$ cat src/rtl/serial_add_ctrl.sv
// serial_add_ctrl: bit-serial adder sequencer.
// A single one-bit full-adder cell is time-shared across WIDTH clocks, LSB first,
// with a registered carry. Operands enter through a valid/ready handshake and the
// result {cout,sum} = a + b + cin leaves through a second valid/ready handshake.
// Ports:
//   clk, rst         rising-edge clock, asynchronous active-high reset
//   in_valid/ready   operand handshake (in_ready high only in IDLE)
//   a, b, cin        operands and initial carry, sampled on the accept edge
//   out_valid/ready  result handshake (out_valid high only in DONE)
//   sum, cout        registered result, meaningful while out_valid is high
//   busy             high in RUN or DONE
module serial_add_ctrl #(
    parameter int unsigned WIDTH = 8
) (
    input  logic             clk,
    input  logic             rst,
    input  logic             in_valid,
    output logic             in_ready,
    input  logic [WIDTH-1:0] a,
    input  logic [WIDTH-1:0] b,
    input  logic             cin,
    output logic             out_valid,
    input  logic             out_ready,
    output logic [WIDTH-1:0] sum,
    output logic             cout,
    output logic             busy
);

    localparam int unsigned CW = (WIDTH > 1) ? $clog2(WIDTH) : 1;

    typedef enum logic [1:0] {
        IDLE = 2'd0,
        RUN  = 2'd1,
        DONE = 2'd2
    } state_t;

    state_t           state;
    state_t           state_d;
    logic [WIDTH-1:0] sa;
    logic [WIDTH-1:0] sb;
    logic             carry;
    logic [CW-1:0]    cnt;

    logic             accept_c;
    logic             last_c;
    logic             fa_s_c;
    logic             fa_c_c;
    logic [WIDTH-1:0] sum_shift_c;

    // Full-adder cell on the current LSBs and the registered carry
    always_comb begin
        fa_s_c = sa[0] ^ sb[0] ^ carry;
        fa_c_c = (sa[0] & sb[0]) | (sa[0] & carry) | (sb[0] & carry);
        // New bit enters at the MSB; after WIDTH shifts bit i lands at sum[i]
        sum_shift_c = (sum >> 1) | (WIDTH'(fa_s_c) << (WIDTH - 1));
    end

    // State register
    always_ff @(posedge clk or posedge rst) begin
        if (rst) begin
            state <= IDLE;
        end else begin
            state <= state_d;
        end
    end

    // Next-state and control decode
    always_comb begin
        state_d  = state;
        accept_c = 1'b0;
        last_c   = 1'b0;
        case (state)
            IDLE: begin
                if (in_valid) begin
                    accept_c = 1'b1;
                    state_d  = RUN;
                end
            end
            RUN: begin
                if (cnt == CW'(WIDTH - 1)) begin
                    last_c  = 1'b1;
                    state_d = DONE;
                end
            end
            DONE: begin
                if (out_ready) begin
                    state_d = IDLE;
                end
            end
            default: begin
                state_d = IDLE;
            end
        endcase
    end

    // Handshake/status flags registered from the next state so outputs are flops
    always_ff @(posedge clk or posedge rst) begin
        if (rst) begin
            in_ready  <= 1'b1;
            out_valid <= 1'b0;
            busy      <= 1'b0;
        end else begin
            in_ready  <= (state_d == IDLE);
            out_valid <= (state_d == DONE);
            busy      <= (state_d != IDLE);
        end
    end

    // Serial datapath: operand shift registers, carry, bit counter, result
    always_ff @(posedge clk or posedge rst) begin
        if (rst) begin
            sa    <= '0;
            sb    <= '0;
            carry <= 1'b0;
            cnt   <= '0;
            sum   <= '0;
            cout  <= 1'b0;
        end else if (accept_c) begin
            sa    <= a;
            sb    <= b;
            carry <= cin;
            cnt   <= '0;
            sum   <= '0;
            cout  <= 1'b0;
        end else if (state == RUN) begin
            sa    <= sa >> 1;
            sb    <= sb >> 1;
            carry <= fa_c_c;
            cnt   <= cnt + CW'(1);
            sum   <= sum_shift_c;
            if (last_c) begin
                cout <= fa_c_c;
            end
        end
    end

endmodule

$ cat config.mk
export PLATFORM = sky130hd
export DESIGN_NAME = serial_add_ctrl
export DESIGN_NICKNAME = d
export VERILOG_FILES = /design/src/rtl/serial_add_ctrl.sv
export SDC_FILE = /design/constraint.sdc
export NUM_CORES = 1
export LEC_CHECK = 0
export BUFFER_PORTS_ARGS = -buffer_cell sky130_fd_sc_hd__clkbuf_2
export CAP_MARGIN = 10
export CORE_MARGIN = 4
export CORE_UTILIZATION = 53
export DETAILED_ROUTE_END_ITERATION = 10
export PLACE_DENSITY_LB_ADDON = 0.1
export SYNTH_ARGS = -nofsm -noshare
export SYNTH_HDL_FRONTEND = slang
export SYNTH_SLANG_ARGS = --single-unit
$ cat constraint.sdc
create_clock -name clk -period 1.4 [get_ports clk]
set_input_delay 0.28 -clock clk [delete_from_list [all_inputs] [get_ports clk]]
set_output_delay 0.28 -clock clk [all_outputs]
set_load 0.02 [all_outputs]
Word level (Yosys, flattened, before mapping)
Cells that the tools add are included.
{"block": "totals", "output_inout_bits": 12, "latchBits": 0, "rom_bits": 0, "mem_count": 0, "ramBits": 0, "register_bits": 34, "input_bits": 21}
{"block": "op_classes", "reduce_logical": 6, "magnitude_cmp": 0, "n_div": 0, "mux": 21, "shifts": 0, "eq_ne": 4, "n_bitwise": 8, "add_sub_neg": 1, "mul": 0}
{"op": "$mux W8", "count": 6}
{"op": "$mux W1", "count": 9}
{"op": "$or A7 B8 Y8", "count": 1}
{"op": "$mux W2", "count": 3}
{"op": "$mux W3", "count": 2}
{"op": "$pmux W2 S3", "count": 1}
{"op": "$reduce_bool A2 Y1", "count": 3}
{"op": "$eq A2 B2 Y1 const B", "count": 2}
{"op": "$logic_not A2 Y1", "count": 2}
{"op": "$add A3 B1 Y3 const B", "count": 1}
{"op": "$and A1 B1 Y1", "count": 3}
{"op": "$eq A3 B3 Y1 const B", "count": 1}
{"op": "$eq A2 B1 Y1 const B", "count": 1}
{"op": "$or A1 B1 Y1", "count": 2}
{"op": "$reduce_and A2 Y1", "count": 1}
{"op": "$xor A1 B1 Y1", "count": 2}

Logic depth before layout (Yosys ltp)
Gate-level depths: netlist (run 1).
{"block": "logic_depth", "word_depth": 6, "ltp_mapped": 5}

Worst setup path before layout (run 1)
No wires, ideal clock.
{"block": "synth_path", "path_kind": "register -> register", "from": "reg sa[0]", "to": "reg carry", "path_stages_with_launch": 3, "path_buffers": 0, "arrival_ns": 1.087, "synth_period_minus_slack_ns": 1.209, "t_required_ns": 1.277, "setup_slack_ns": 0.191, "cell_sequence": "dfrtp_1 fa_1 o221a_2"}
{"block": "synth_via", "elab_chain_len": 5, "elab_cells_between_ends": 6}
{"element": "start: declaration", "line_no": "39", "rtl": "logic [WIDTH-1:0] sa;"}
{"element": "start signal: assignment", "line_no": "126", "rtl": "sa <= sa >> 1;"}
{"element": "$and A1 B1 Y1", "line_no": "53", "rtl": "fa_c_c = (sa[0] & sb[0]) | (sa[0] & carry) | (sb[0] & carry);"}
{"element": "$or A1 B1 Y1 * (2 in a row)", "line_no": "53"}
{"element": "$mux W1 *", "line_no": "125", "rtl": "end else if (state == RUN) begin"}
{"element": "$mux W1 *", "line_no": "118", "rtl": "end else if (accept_c) begin"}
{"element": "end signal: assignment", "line_no": "121", "rtl": "carry <= cin;"}
{"element": "end: declaration", "line_no": "41", "rtl": "logic carry;"}
Mark *: on every way between the ends. The rest lies on a longest branch, timed or not. The select of a mux whose other input is x is not followed.
A chain may end at the register's enable or synchronous reset.

Worst setup path after layout (run 1)
{"block": "layout_path", "from": "reg in_ready", "to": "out in_ready"}
{"element": "start: declaration", "line_no": "18", "rtl": "output logic in_ready,"}
{"element": "start signal: assignment", "line_no": "103", "rtl": "in_ready <= (state_d == IDLE);"}
No word-level cell between the ends.

==> results of run 1 <==
[placed cells by master (no fill, tap or decap), types with 2 or more instances in the layout]
cell and instances:
dfrtp_1 32, clkbuf_2 32, nor3_1 26, nor2_1 16
nor3b_1 13, a22o_1 10, buf_4 7, nand2_1 5
clkbuf_4 5, inv_1 4, o21ai_0 4, nand2b_1 3
a32o_1 2, a21oi_1 2, ha_1 2
[flip-flops by register name (all words and copies together), names as in the netlist]
register	flops
sa	8
carry	1
sb	8
in_ready	1
busy	1
cout	1
out_valid	1
sum	8
state	2
cnt	3
[timing repair]
action,in CTS,in global routing
endpoints found under the setup margin,0,14
gates resized for setup,0,2
buffers inserted,0,0
[power by group]
| group | switching (mW) | internal (mW) |
|---|---|---|
| Combinational | 0.850 | 0.745 |
| Sequential | 0.320 | 1.43 |
| Clock | 0.338 | 0.241 |
[synth_stat cells (3+ instances only)]
cell type / n / area, um2
nor2_1: 16 / 60.06
nand2b_1: 3 / 18.77
nand2_1: 5 / 18.77
dfrtp_1: 33 / 825.8
clkbuf_1: 4 / 15.01
buf_2: 3 / 15.01
a22o_1: 10 / 87.58
nor3_1: 26 / 130.1
nor3b_1: 13 / 97.59
o21ai_0: 4 / 20.02
inv_1: 4 / 15.01
[per-stage QoR]
stage	util, %	cells	hold slack (ns)	power [mW]
2_1_floorplan	-	140	0.4209	2.898
3_3_place_gp	62.24	200	0.3650	3.273
3_5_place_dp	62.24	200	0.3909	3.340
4_1_cts	64.58	208	0.01182	3.922
5_1_grt	65.26	209	0.02091	4.251
6_report	65.26	209	0.007021	3.920
[layer usage]
metal,track usage (%),vias up,wire length [um]
met3,6.289,6,142
met1,23.33,552,1379
met5,0,-,0
li1,-,572,-
met4,7.430,0,55
met2,31.12,22,1514
[worst paths after layout]
| kind | depth (start not counted) | start | end |
|---|---|---|---|
| min in group clk | 2 | b[7] | sb[7] |
| max reg2reg | 2 | sa[0] | carry |
| max in group asynchronous | 3 | rst | in_ready |
| max | 1 | in_ready | in_ready |
| min reg2reg | 1 | sa[7] | sa[7] |
| min | 3 | rst | busy |
[layout make-up]
type	instances	area (um2)
Clock buffer	6	51.30
Clock inverter	2	12.51
Fill cell	242	949.7
Inverter	4	15.01
Multi-Input combinational cell	93	600.6
Sequential cell	34	853.3
Tap cell	31	38.79
Timing Repair Buffer	39	212.7
[kinds of logic (layout without fill, tap and decap cells)]
logic type	Yosys count	count (layout)	share of synthesized area, %
and+or+nand+nor	66	66	22.84
DFF	34	34	56.56
AOI/OAI and AO/OA	23	24	12.87
buffers and inverters	14	51	4.733
adders and majority gates	3	3	2.990
==> results.yml, run 1 <==
global_route:
  grt_max_degree: 35
  grt_pass1_vias: 1113
  grt_overflow: 0
  antenna_found_initial: 0
  grt_usage_pct: 19.06
  grt_pass1_wl_um: 5106
die:
  num_rows: 19
  num_io_pins: 33
  die_area_um2: 3760
  die_x_um: 61.32
  initial_utilization_pct: 55.10
  die_height_um: 61.32
  core_area_um2: 2734
clock_network:
  tritoncts: "yes"
  cts_num_sinks: 34
  htree_num_levels: 2
  clockBufferDepth: 2
  clk_pin_slew_ns: 0.11
  clockRootBuffer: "clkbuf_4"
  cts_made_buffers: 5
  clk_latency_ns: 0.34
  holdBufCountCts: 0
sta:
  final.setup.tns_ns: 0
  finalHoldViolCount: 0
  finalClockSkew_ns: 0.005626
  finalSetupViolCount: 0
  clock.fmax_mhz: 766.0
  finalCriticalPeriod_ns: 1.306
  min_period_over_period_pct: 93.25
  slew_viol_final: 0
  rsz0062_at_grt: "no"
  worstMarginPinSlew_ns: 0.4217
  max_slew_margin_pct: 71.89
  timing.final.ws_setup_ns: 0.09448
layout:
  layout-drive-gt1-share_pct: 29.78
  final_nets: 201
  syn2layout_area_growth_pct: 18.44
  num_antenna_cells: 0
  fin_area_um2: 1784
hold_path:
  hp-class: "primary input to asynchronous set/reset pin"
placed_design:
  io_buffer_count: 32
  place_congestion: 0.7394
  post-place-ws_ns: 0.1183
  place.detailed.hpwl_um: 2170
  placed_cell_area_um2: 1702
synth:
  synth-seq-cells: 34
  synth_cell_types: 26
  yosys_warnings: 0
  postSynthCellCount: 140
  syn_area_um2: 1506
  ys_async_sr_fraction_pct: 100.0
  seq_area_frac_synth_pct: 56.56
  synth_flop_cell: "dfrtp_1"
  syn_avg_cell_area_um2: 10.76
  synth-edff-count: 0
  syn_nets: 164
setup_path:
  critPathKind: "flop to output port"
  rrSetupSlack_ns: 0.13
  cp_slowest_stage_delay_ns: 0.53
  critical_path_arrival_ns: 1.03
  cp_num_buf_inv: 1
  worstPathRequired_ns: 1.12
  crit_slowest_cell: "dfstp_2"
  endpoint_kind: "output port"
  path_cells: "clkbuf_2"
  crit_fanout: 1
  cp-start-kind: "flop"
  critPathTopFamily: "flip-flops"
run_status:
  status: "finished, final reports clean"
power_and_ir_drop:
  p_leak_nw: 0.8393
  power.density_nw_per_um2: 2197
  peakVddDrop_v: 0.001575
detailed_routing:
  drtIter0Drc: 47
  wl_um: 3091
  drc_errors: 0
  viasPerCell: 5.512
  wire_per_inst_um: 14.79
  vias: 1152
  dr.pass1.iters: 4
  ant_nets: 0
flow_run:
  maxCapViolations: 0
(Power assumes the default switching activity.)
==> run 2: changes to the inputs <==
CORE_MARGIN = 1   (was 4)
CORE_UTILIZATION = 55   (was 53)
CTS_BUF_LIST = sky130_fd_sc_hd__clkbuf_8   (was unset)
clock period = 1.5 ns   (was 1.4 ns; I/O delays follow)
==> run 2 against run 1 <==
Net effect:
- cell count decreased by 1.9%
- worst setup slack improved by 0.035 ns
- clock skew rose by 0.0011 ns
- non-clock buffer count down 2
- critical path depth up 4
- sequential power down 9%
- global-route usage increased by 3.8 points
- flip-flop and latch count unchanged
- critical path type is now flop to flop
- largest cell class unchanged
==> results.yml, run 2 (same netlist as run 1, synthesis figures left out) <==
run_status:
  status: "finished, final reports clean"
die:
  core_area_um2: 2522
  die_area_um2: 2952
  num_rows: 18
  die_x_um: 54.34
  die_height_um: 54.34
  num_io_pins: 33
  initial_utilization_pct: 59.72
setup_path:
  cp_slowest_stage_delay_ns: 0.41
  cp-start-kind: "flop"
  endpoint_kind: "flop"
  crit_slowest_cell: "dfrtp_1"
  cp_num_buf_inv: 2
  crit_fanout: 18
  worstPathRequired_ns: 1.69
  critical_path_arrival_ns: 1.56
  critPathTopFamily: "buffers and inverters"
  critPathKind: "flop to flop"
  path_cells: "buf_4 > nand2b_1 > buf_4 > nor3_1 > nor3_1"
clock_network:
  cts_setup_buffers: 0
  clk_pin_slew_ns: 0.07
  cts_num_sinks: 34
  tritoncts: "yes"
  cts_made_buffers: 5
  clockRootBuffer: "clkbuf_8"
  holdBufCountCts: 0
  clockBufferDepth: 2
  clk_latency_ns: 0.28
  htree_num_levels: 2
detailed_routing:
  drc_errors: 0
  wl_um: 2940
  viasPerCell: 5.546
  drtIter0Drc: 23
  wire_per_inst_um: 14.34
  dr.pass1.iters: 4
  vias: 1137
  ant_nets: 0
layout:
  layout-drive-gt1-share_pct: 28.57
  final_nets: 198
  syn2layout_area_growth_pct: 19.27
  num_antenna_cells: 0
  final_common_cell: "dfrtp_1"
  fillers: 209
  reg.largest.list: "sa x8, sb x8, sum x8"
  final_cell_mix: "dfrtp_1, clkbuf_2, nor3_1, nor2_1, nor3b_1"
  fin_cells: 205
sta:
  finalSetupViolCount: 0
  slew_viol_final: 0
  rsz0062_at_grt: "no"
  finalClockSkew_ns: 0.006699
  finalCriticalPeriod_ns: 1.370
  finalHoldViolCount: 0
  worstMarginPinSlew_ns: 0.5759
  clock.fmax_mhz: 729.9
  min_period_over_period_pct: 91.33
  final.setup.tns_ns: 0
  max_slew_margin_pct: 61.58
power_and_ir_drop:
  share_comb_of_total_power_pct: 38.0
  peakVddDrop_v: 0.001440
  switching_share_pct: 36.17
  power.density_nw_per_um2: 2163
  p_sw_mw: 1.406
  cell_internal_pwr_mw: 2.481
  p_leak_nw: 0.8541
  pwr-share-seq_pct: 41.1
  clkPwrFrac_pct: 20.8
global_route:
  antenna_found_initial: 0
  grt_usage_pct: 22.84
  grt_pass1_wl_um: 4554
  grt_pass1_vias: 980
  grt_overflow: 0
  grt_max_degree: 35
placed_design:
  place.detailed.hpwl_um: 1993
  post-place-cells: 197
  io_buffer_count: 32
  place_congestion: 0.7564
flow_run:
  maxCapViolations: 0
hold_path:
  hp-class: "primary input to asynchronous set/reset pin"
-- run 2: changes by cell type in the layout (fill, tap and decap cells not counted), sizes merged --
cell | before | now
buf | 7 | 5
bufinv | 0 | 1
clkbuf | 38 | 37
clkinv | 1 | 2
clkinvlp | 1 | 0
o21ba | 2 | 1
-- run 2: path summary, 6_finish.rpt --
path	slack, ns	cells after the start	end	start
max in group asynchronous	1.09	3	in_ready	rst
min reg2reg	0.50	1	sa[7]	sa[7]
max	0.13	5	sa[5]	state[0]
max reg2reg	0.13	5	sa[5]	state[0]
min in group clk	0.27	2	sa[7]	a[7]
min	0.08	3	sb[3]	rst
-- run 2: stage by stage --
stage | util (%) | power (mW) | worst slack (ns) | hold WS [ns] | instance area [um2]
global placement | 66.82 | 3.020 | 0.1280 | 0.3883 | 1685
finish | 71.23 | 3.887 | 0.1300 | 0.07945 | 1797
floorplan | - | 2.705 | 0.2906 | 0.4409 | 1506
global route | 71.23 | 4.159 | 0.01294 | 0.1266 | 1797
detailed placement | 66.82 | 3.094 | 0.1108 | 0.3995 | 1685
CTS | 71.13 | 3.921 | 0.09440 | 0.09625 | 1794
-- run 2: worst reg2reg max path: cells and delay by family, from the launching register on --
family / cells / cell delay, ns
buf+inv: 2 / 0.44
simple gates: 3 / 0.42
flops: 1 / 0.41
-- run 2: timing repair --
| item | 4_1_cts | 5_1_grt |
|---|---|---|
| hold endpoints to repair | 0 | 0 |
| setup endpoints to repair | 0 | 2 |
| gates resized for setup | 0 | 1 |
-- run 2: cell type report --
| class | count | area, um2 | area share, % |
|---|---|---|---|
| Clock buffer | 5 | 68.82 | 3.830 |
| Clock inverter | 3 | 40.04 | 2.228 |
| Inverter | 4 | 15.01 | 0.8357 |
| Multi-Input combinational cell | 92 | 585.6 | 32.59 |
| Sequential cell | 34 | 852.1 | 47.42 |
| Tap cell | 30 | 37.54 | 2.089 |
| Timing Repair Buffer | 37 | 197.7 | 11.00 |
-- run 2: power groups by stage --
stage                     Combinational, mW  Sequential [mW]  Clock [mW]
after floorplan                       0.999             1.71           0
after global routing                   1.64             1.65       0.871
final                                  1.48             1.60       0.810
after detailed placement               1.48             1.61           0
after global placement                 1.43             1.59           0
after CTS                              1.49             1.60       0.827
-- run 2: routing by layer --
layer	wire, um	global-route usage, %
met1	1385	31.29
met2	1378	33.74
met3	137	6.111
met4	38	10.26
met5	0	0
==> run 3: changes to the inputs <==
ABC_AREA = 1   (was unset)
CTS_CLUSTER_SIZE = 28   (was unset)
==> run 3 against run 2 <==
Net effect:
- flip-flop and latch count stayed put
- register-to-register slack better by 0.13 ns
- total power is 7.7% lower
- via count is 7.7% higher
- fmax is 10% higher
- sequential share of layout area is 0.81 points higher
- clock skew is 0.0029 ns higher
- critical path type is now flop to output port
- largest cell class unchanged
- largest power group unchanged
==> results.yml, run 3 <==
clock_network:
  clockBufferDepth: 2
  clockRootBuffer: "clkbuf_8"
  holdBufCountCts: 0
  clk_latency_ns: 0.29
  cts_made_buffers: 5
  cts.repair.resized: 0
  tritoncts: "yes"
  cts_setup_buffers: 0
  htree_num_levels: 2
  clk_pin_slew_ns: 0.07
  cts_num_sinks: 34
power_and_ir_drop:
  switching_share_pct: 39.42
  p_sw_mw: 1.415
  p_leak_nw: 0.9809
  clkPwrFrac_pct: 18.9
  cell_internal_pwr_mw: 2.174
  pwr-share-seq_pct: 43.0
  power.density_nw_per_um2: 2031
  totalPowerFinal_mw: 3.589
  peakVddDrop_v: 0.001490
  share_comb_of_total_power_pct: 38.0
setup_path:
  reg2reg_from: "cnt[0]"
  critical_path_arrival_ns: 0.94
  r2r_end: "in_ready"
  path_depth: 1
  path_cells: "clkbuf_2"
  cp-start-kind: "flop"
  endpoint_kind: "output port"
  critPathKind: "flop to output port"
  crit_slowest_cell: "dfstp_2"
  cp_num_buf_inv: 1
  rrSetupSlack_ns: 0.26
  worstPathRequired_ns: 1.20
  cp_slowest_stage_delay_ns: 0.51
  reg2regPathDepth: 5
  crit_fanout: 1
  critPathTopFamily: "flip-flops"
layout:
  final_nets: 228
  final-seq-area_um2: 852.1
  layout-drive-gt1-share_pct: 24.88
  multi_input_area_um2: 558.0
  syn2layout_area_growth_pct: 17.28
  reg.largest.list: "sa x8, sb x8, sum x8"
  final_common_cell: "nand2_1"
  fin_cells: 235
  fillers: 220
  post-route-util_pct: 70.04
  num_antenna_cells: 0
  final_cell_mix: "nand2_1, nand3_1, dfrtp_1, clkbuf_2"
die:
  core_area_um2: 2522
  num_rows: 18
  die_x_um: 54.34
  num_io_pins: 33
  die_height_um: 54.34
  die_area_um2: 2952
  initial_utilization_pct: 59.72
synth:
  yosys_warnings: 0
  postSynthCellCount: 168
  syn_area_um2: 1506
  syn_nets: 192
  synth_cell_types: 16
  synth-seq-cells: 34
  synth-edff-count: 0
  syn_avg_cell_area_um2: 8.967
  synth_area_leaders: "dfrtp_1, nand2_1, nand3_1"
  synth_most_common_cell: "nand2_1"
  synth_flop_cell: "dfrtp_1"
  ys_async_sr_fraction_pct: 100.0
  yosys-top-cells-count: "nand2_1, nand3_1, dfrtp_1"
  seq_area_frac_synth_pct: 56.56
  synth_area_leader_cell: "dfrtp_1"
  synth_top_area_share_pct: 54.82
sta:
  clock.fmax_mhz: 805.1
  slew_viol_final: 0
  finalCriticalPeriod_ns: 1.242
  finalClockSkew_ns: 0.009596
  worstMarginPinSlew_ns: 0.4173
  finalSetupViolCount: 0
  timing.final.ws_setup_ns: 0.2578
  max_slew_margin_pct: 72.18
  finalHoldViolCount: 0
  rsz0062_at_grt: "no"
  min_period_over_period_pct: 82.81
  final.setup.tns_ns: 0
detailed_routing:
  ant_nets: 0
  wl_um: 2784
  dr.pass1.iters: 4
  wire_per_inst_um: 11.85
  viasPerCell: 5.209
  drtIter0Drc: 20
  vias: 1224
  drc_errors: 0
hold_path:
  hp-class: "primary input to asynchronous set/reset pin"
placed_design:
  post-place-cells: 227
  place_congestion: 0.7297
  place.detailed.hpwl_um: 1893
  io_buffer_count: 32
  post-place-ws_ns: 0.2987
global_route:
  grt_usage_pct: 22.90
  grt_pass1_wl_um: 4726
  grt_pass1_vias: 1109
  grt_max_degree: 35
  grt_overflow: 0
  antenna_found_initial: 0
run_status:
  status: "finished, final reports clean"
flow_run:
  maxCapViolations: 0
run 3: changes by cell type after synthesis, sizes merged, moves of 3 or more:
cell / before / now
a22o: 10 / 0
o21ai: 4 / 1
nand3: 1 / 45
nor3b: 13 / 0
nand2: 5 / 63
clkbuf: 4 / 0
nor3: 26 / 0
nand2b: 3 / 0
buf: 6 / 9
nor2: 16 / 6
run 3: worst max-delay path by stage:
stage | from | endpoint
after floorplan | sa[0] | carry
after global placement | cnt[0] | in_ready
after detailed placement | cnt[0] | in_ready
after CTS | in_ready | in_ready
after global routing | state[0] | cout
final | in_ready | in_ready
run 3: logic make-up after synthesis:
kind of cell             share of synthesized area (%)
AO/OA/AOI/OAI                                   0.3319
flip-flops                                       56.56
buffers and inverters                            6.395
adder cells (fa/ha/maj)                          2.990
AND/OR/NAND/NOR                                  33.72
run 3: per-layer routing:
layer | up-vias | wire, um | part of all wire, % | track usage [%]
li1 | 614 | - | - | -
met1 | 574 | 1269 | 46 | 28.60
met2 | 29 | 1336 | 48 | 36.18
met3 | 7 | 121 | 4.3 | 6.389
met4 | 0 | 57 | 2.0 | 11.54
met5 | - | 0 | 0 | 0
run 3: cell type report:
class                      instances  share of cell area [%]
sequential                        34                   48.23
multi-input combinational        119                   31.59
timing repair buffer              38                   11.61
clock buffer                       6                   4.674
tap                               30                   2.125
inverter                           6                   1.275
clock inverter                     2                  0.4958
run 3: stage by stage:
step | instance area [um2] | hold WS [ns]
after CTS | 1767 | 0.09135
after floorplan | 1506 | 0.4096
after detailed placement | 1675 | 0.3999
final | 1767 | 0.07921
after global placement | 1675 | 0.3871
after global routing | 1767 | 0.1441
run 3: power by group through the flow:
stage / Clock [mW] / Sequential [mW] / Combinational [mW]
after CTS: 0.698 / 1.55 / 1.38
after global routing: 0.724 / 1.59 / 1.56
final: 0.680 / 1.54 / 1.37
after global placement: 0 / 1.55 / 1.33
after detailed placement: 0 / 1.56 / 1.38
after floorplan: 0 / 1.68 / 0.890
